[src/rtl/pipelined_csa_adder.sv]
// pipelined_csa_adder: carry-select adder/subtractor, one BLK-bit block resolved per stage,
// valid/ready handshake with full-pipeline stall and bubble collapse.
module pipelined_csa_adder #(
    parameter int WIDTH = 16,
    parameter int BLK   = 4
) (
    input  logic             clk,
    input  logic             rst_n,
    input  logic             in_valid,
    output logic             in_ready,
    input  logic [WIDTH-1:0] a,
    input  logic [WIDTH-1:0] b,
    input  logic             c_in,
    input  logic             sub,
    output logic             out_valid,
    input  logic             out_ready,
    output logic [WIDTH-1:0] sum,
    output logic             c_out,
    output logic             ovf
);
    localparam int NBLK = WIDTH / BLK;

    logic [NBLK-1:0] w_v;
    logic [NBLK-1:0] w_en;
    logic            w_xfer;

    assign out_valid = w_v[NBLK-1];
    assign in_ready  = !out_valid || out_ready;
    assign w_xfer    = in_valid && in_ready;

    genvar k;
    for (k = 0; k < NBLK; k++) begin : g_st
        // r_a: resolved sum blocks enter at the top while pending A blocks shift down to bit 0
        logic                    r_v;
        logic                    r_c;
        logic [WIDTH-1:0]        r_a;
        logic [WIDTH-k*BLK-1:0]  r_b;
        logic [BLK:0]            w_s0;
        logic [BLK:0]            w_s1;
        logic [BLK:0]            w_r;

        assign w_v[k]  = r_v;
        assign w_en[k] = out_ready || !(&w_v[NBLK-1:k]);
        assign w_s0    = {1'b0, r_a[BLK-1:0]} + {1'b0, r_b[BLK-1:0]};
        assign w_s1    = {1'b0, r_a[BLK-1:0]} + {1'b0, r_b[BLK-1:0]} + (BLK+1)'(1);
        assign w_r     = r_c ? w_s1 : w_s0;

        if (k == 0) begin : g_in
            always_ff @(posedge clk or negedge rst_n) begin
                if (!rst_n) begin
                    r_v <= 1'b0;
                    r_c <= 1'b0;
                    r_a <= '0;
                    r_b <= '0;
                end else if (w_en[k]) begin
                    r_v <= w_xfer;
                    if (w_xfer) begin
                        r_a <= a;
                        r_b <= sub ? ~b : b;
                        r_c <= sub | c_in;
                    end
                end
            end
        end else begin : g_pipe
            always_ff @(posedge clk or negedge rst_n) begin
                if (!rst_n) begin
                    r_v <= 1'b0;
                    r_c <= 1'b0;
                    r_a <= '0;
                    r_b <= '0;
                end else if (w_en[k]) begin
                    r_v <= g_st[k-1].r_v;
                    r_c <= g_st[k-1].w_r[BLK];
                    r_a <= {g_st[k-1].w_r[BLK-1:0], g_st[k-1].r_a[WIDTH-1:BLK]};
                    r_b <= g_st[k-1].r_b[WIDTH-(k-1)*BLK-1:BLK];
                end
            end
        end
    end

    assign c_out = g_st[NBLK-1].w_r[BLK];
    assign ovf   = g_st[NBLK-1].r_a[BLK-1] ^ g_st[NBLK-1].r_b[BLK-1] ^ g_st[NBLK-1].w_r[BLK-1] ^ c_out;

    if (NBLK == 1) begin : g_one
        assign sum = g_st[0].w_r[BLK-1:0];
    end else begin : g_many
        assign sum = {g_st[NBLK-1].w_r[BLK-1:0], g_st[NBLK-1].r_a[WIDTH-1:BLK]};
    end
endmodule

[config.mk]
export PLATFORM = sky130hd
export DESIGN_NAME = pipelined_csa_adder
export DESIGN_NICKNAME = d
export VERILOG_FILES = /design/src/rtl/pipelined_csa_adder.sv
export SDC_FILE = /design/constraint.sdc
export NUM_CORES = 1
export LEC_CHECK = 0
export ABC_AREA = 1
export CAP_MARGIN = 20
export CORE_ASPECT_RATIO = 1.1
export CORE_UTILIZATION = 55
export DETAILED_ROUTE_END_ITERATION = 12
export HOLD_SLACK_MARGIN = 0.1
export PLACE_DENSITY_LB_ADDON = 0.12
export SYNTH_ARGS = -nofsm -noshare
export SYNTH_HDL_FRONTEND = slang
export SYNTH_SLANG_ARGS = --single-unit
export TNS_END_PERCENT = 30
[constraint.sdc]
create_clock -name clk -period 2.35 [get_ports clk]
set_input_delay 0.3525 -clock clk [delete_from_list [all_inputs] [get_ports clk]]
set_output_delay 0.3525 -clock clk [all_outputs]
set_load 0.01 [all_outputs]
======== Yosys cells after proc, flatten, opt, wreduce, memory -nomap -nowiden ========
Index checks and enable logic that the tools add are counted.
W data, S select, Z words.
word-level totals
  memories ................................ 0
  logic and storage cells ................. 47
  output and inout port bits .............. 20
  bits in read-only memories .............. 0
  latch bits .............................. 0
  memory bits (writable) .................. 0
  input port bits ......................... 38
  bits in registers ....................... 112
operators by class
  shifts and indexed selects .............. 0
  divide/modulo/power cells ............... 0
  add/sub/neg operators ................... 8
  reduce and logical (&&, ||, !) cells .... 13
  bitwise gates (word level) .............. 5
  multiply operators ...................... 0
  equality and inequality tests ........... 0
  $lt $le $gt $ge ......................... 0
  muxes and demuxes ....................... 5
operators by type and width
  cell                   number
  $add A4 B4 Y5          4
  $add A5 B1 Y5 const B  4
  $mux W5                4
  $mux W16               1
  $not A16 Y16           1
  $logic_not A1 Y1       4
  $logic_or A1 B1 Y1     4
  $reduce_and A2 Y1      2
  $reduce_and A4 Y1      1
  $reduce_and A3 Y1      1
  $xor A1 B1 Y1          3
  $logic_and A1 B1 Y1    1
  $or A1 B1 Y1           1

======== Depth between registers and ports, before layout ========
  depth in word-level cells ............... 5
  gate-level depth with buffers ........... 13

======== Least setup slack after synthesis ========
Ideal clock, no wire load.
  path kind ............................... register -> output
  from .................................... register g_st[3].r_a[0]
  to ...................................... output port ovf
  data required time ...................... 1.997 ns
  slack ................................... 0.115 ns
  stages on the path, launching flop included .. 14
  arrival time ............................ 1.883 ns
  path buffers ............................ 0
  cells stage by stage .................... dfrtp_1 -> ha_1 -> inv_1 -> fa_1 -> inv_1 -> ha_1 -> nand2_1 -> nor2_1 -> nand3_1 -> nand2_1 -> nand2_1 -> inv_1 -> nand2_1 -> nand2_1
on the way
  elaborated cells between the ends (all ways) .. 5
RTL lines
  what                      line    source
  start: declaration        36      logic [WIDTH-1:0] r_a;
  start signal: assignment  74      r_a <= {g_st[k-1].w_r[BLK-1:0], g_st[k-1].r_a[WIDTH-1:BLK]};
  $add A4 B4 Y5 (*)         44, 45
  $add A5 B1 Y5             45      assign w_s1 = {1'b0, r_a[BLK-1:0]} + {1'b0, r_b[BLK-1:0]} + (BLK+1)'(1);
  $mux W5 (*)               46      assign w_r = r_c ? w_s1 : w_s0;
  named net c_out           18      output logic c_out,
  $xor A1 B1 Y1 (*)         82      assign ovf = g_st[NBLK-1].r_a[BLK-1] ^ g_st[NBLK-1].r_b[BLK-1] ^ g_st[NBLK-1].w_r[BLK-1] ^ c_out;
  end: declaration          19      output logic ovf
The timed path passes the listed nets; every way through them passes the cells marked *.

======== Final worst setup path ========
  from .................................... register g_st[3].r_a[0]
  to ...................................... output port ovf
on the way
  longest elaborated chain between the ends .. 5
ends and longest elaborated chain
  what               line
  $add A4 B4 Y5 (*)  44, 45
  $add A5 B1 Y5      45
  $mux W5 (*)        46
  $xor A1 B1 Y1      82
  $xor A1 B1 Y1 (*)  82
Every way passes the cells marked *; elsewhere a longest branch is shown, timed or not.

==> summary.md <==
| Metric | Value |
|---|---|
| Post-synth EDFFs | `0` |
| Slew Viols, Final | `0` |
| Clk root buf | `clkbuf_8` |
| Routed vias | `3912` |
| Vias in the first global route | `3783` |
| First-pass GRT wire length | `16700 µm` |
| FF-to-FF Start | `g_st[1].r_b[0]$_DFFE_PN0P_` |
| Switch share | `0.359` |
| FILL cells | `787` |
| Mean Syn Cell Area | `8.68 µm²` |
| Post-Syn Instances | `615` |
| Crit path top cell by count | `inv_2` |
| M2 GR Usage | `0.346` |
| Clock power share | `0.178` |
| Met1 Use GR | `0.289` |
| Seq/Total Area, Yosys | `0.525` |
| Detailed Routing Iterations Pass 1 | `6` |
| Die width | `95.9 µm` |
| Port Buffers | `57` |
| Final period util | `1.15` |
| Hold Path Origin | `g_st[2].r_a[8]$_DFFE_PN0P_` |
| GR Util met3 | `0.0260` |
| Most common cell after layout, fill and taps aside | `nand2_1` |
| Busiest grt layer | `met2` |
| Worst VDD drop | `0.430 mV` |
| Gate power share | `0.414` |
| Final hold viol count | `0` |
| Failing checks | `setup timing` |
| Final worst hold slack | `474 ps` |
| Skew-Pair Late Insertion Delay | `370 ps` |
| FF/Latch Area | `2800 µm²` |
| Initial Util | `0.568` |
| Reg2reg end | `g_st[2].r_c$_DFFE_PN0P_` |
| Area grow syn2layout | `18.6%` |
| Worst-margin pin slew | `568 ps` |
| Leakage | `3.17 nW` |
| Row count | `37` |
| Clock Sinks | `112` |
| Share of cells above drive strength 1 | `0.103` |
| CP required | `2000 ps` |
| Critical path buffers and inverters | `4` |
| Crit path max fanout | `3` |
| Initial antenna violation count | `0` |
| CP endpoint kind | `output port` |
| Setup TNS Final | `-1330 ps` |
| Post-layout util | `0.674` |
| WP depth | `14` |
| Slew HR | `0.621` |
| CTS Buf Count | `9` |
| Peak Freq | `0.370 GHz` |
| Largest net degree at the start of global routing | `50` |
| PD cells | `1110 nW/µm²` |
| Setup ws final | `-355 ps` |
| Ys Warns | `0` |
| GRT overflow | `0` |
| Int Power | `0.00449 W` |
| Critical path's top delay family | `adder cells` |
| Core outline area | `9400 µm²` |
| Main synth FF type | `dfrtp_1` |
| Multi-input logic area | `2220 µm²` |
| Reg2Reg Depth | `9` |
| DP HPWL | `6630 µm` |
| CP Data Arrival Time | `2350 ps` |
| Clk slew on worst S/H paths | `100 ps` |
| Flop2flop setup slack | `390 ps` |
| Highest-delay cell along the critical path | `fa_1` |
| Number of DRC markers in iteration 0 | `179` |
| Final setup violation count | `5` |
| Status | `complete, but fails checks` |
| Longest Clk Path Bufs | `2` |
| Most frequent cells in the layout | `nand2_1, dfrtp_1, o21ai_0` |
| Sequential Power Share | `0.409` |
| Detailed Route WL | `9420 µm` |
| H-tree depth | `3` |
| Minimum clock period | `2700 ps` |
| Syn nets | `677` |
| Die ar. | `10100 µm²` |
| RSZ-0062 raised after global routing | `yes` |
| Critical path cell sequence | `ha_2, inv_2, fa_1, inv_2, ha_4, nand2_4, nor2_4, nand3_2, nand2_2, nand2_2, inv_2, nand2_1, nand2_1, buf_6` |
| Critical Path Source Type | `flip-flop` |
| CP max stage delay | `430 ps` |
| Max Cap Violations | `0` |
| # IOs | `58` |
| Place WS | `-463 ps` |
| Vias per cell | `4.95` |
| Flops & latches, synth | `112` |
| Post-route ant nets | `0` |
| Die height | `105 µm` |
| Synth Cell Area | `5340 µm²` |
| Critical path type | `flip-flop to output port` |
| Sw power | `0.00252 W` |
| Post-synth cell types | `31` |
| DRC | `0` |
| Fin nets | `730` |
| Hold WC Path Type | `flip-flop to flip-flop` |
| Total GRT Usage | `0.213` |
| Depth of the worst hold-timing path | `2` |
| Hold EP | `g_st[3].r_a[4]$_DFFE_PN0N_` |
| Worst Skew | `10.9 ps` |
| Wirelength per Cell | `11.9 µm` |
| # diodes | `0` |
| Async S/R FF share, synth | `1.00` |
| Gpl congestion | `0.829` |
| Total power | `0.00701 W` |
| CTS tree | `done` |
## flip-flops by register name, summed over array words and instances (netlist names)
name / flops
g_st.r_b: 40
g_st.r_v: 3
g_st.r_a: 64
out_valid: 1
g_st.r_c: 4
## timing repair
item	CTS	global route
endpoints found under the setup margin	5	5
pin swaps	9	10
buffers inserted	1	1
resized for setup	23	21
hold buffers	1	0
endpoints found under the hold margin	43	0
## cell type report
type / instances / share of cell area
clock buffer: 11 / 0.0223
sequential: 112 / 0.443
inverter: 55 / 0.0326
multi-input combinational: 414 / 0.351
tap: 117 / 0.0231
timing repair buffer: 76 / 0.115
clock inverter: 5 / 0.0125
## layer usage
metal | up-vias | share of wire
met1 | 1804 | 0.49
met4 | 0 | 0.016
met5 | - | 0
met2 | 64 | 0.47
li1 | 2031 | -
met3 | 13 | 0.026
## synthesized netlist by cell type, types with 3 or more instances
cell type	count	area (µm²)
nand3b_1	4	30.0
xnor2_1	18	158
nor3_1	3	15.0
or2_2	4	25.0
nand2_1	225	845
buf_4	15	113
a21oi_1	9	45.0
ha_1	20	250
nor2_1	12	45.0
inv_1	53	199
fa_1	4	80.1
dfrtp_1	112	2800
buf_2	5	25.0
nand3_1	29	145
o21ai_0	68	340
o31ai_1	3	22.5
clkbuf_1	10	37.5
## kinds of logic after synthesis
| kind of cell | synth area share |
|---|---|
| simple gates | 0.219 |
| compound gates | 0.0862 |
| buf+inv | 0.0771 |
| fa+ha+maj | 0.0619 |
| flops | 0.525 |
| xor+xnor | 0.0312 |
## worst register-to-register path: stages (launching register included)
cell and delay, ps:
dfrtp_1 410, ha_1 210, fa_1 520, ha_1 180, nand2_1 60, nor2_1 190, nand3_1 100, nand2_1 60
nand3_1 90, nand2_1 70
## through the flow
stage / instance area [µm²] / std cells
2_1_floorplan: 5340 / 615
3_3_place_gp: 5990 / 771
3_5_place_dp: 5990 / 771
4_1_cts: 6240 / 789
5_1_grt: 6330 / 790
6_report: 6330 / 790
## worst max path at each step
stage,startpoint,to,slack [ps]
floorplan,g_st[3].r_a[0]$_DFFE_PN0N_,ovf,110
global placement,g_st[3].r_a[0]$_DFFE_PN0N_,ovf,-370
detailed placement,g_st[3].r_a[0]$_DFFE_PN0N_,ovf,-460
CTS,g_st[3].r_b[0]$_DFFE_PN0N_,ovf,-380
global route,g_st[3].r_a[0]$_DFFE_PN0N_,ovf,-490
finish,g_st[3].r_a[0]$_DFFE_PN0N_,ovf,-350
## power groups by stage
stage | Clock, W | Sequential, W | Combinational, W
floorplan | 0 | 0.00281 | 0.00189
global placement | 0 | 0.00288 | 0.00262
detailed placement | 0 | 0.00290 | 0.00272
CTS | 0.00128 | 0.00287 | 0.00270
global route | 0.00135 | 0.00294 | 0.00334
finish | 0.00124 | 0.00286 | 0.00290
Power figures use the tool's default switching activity.
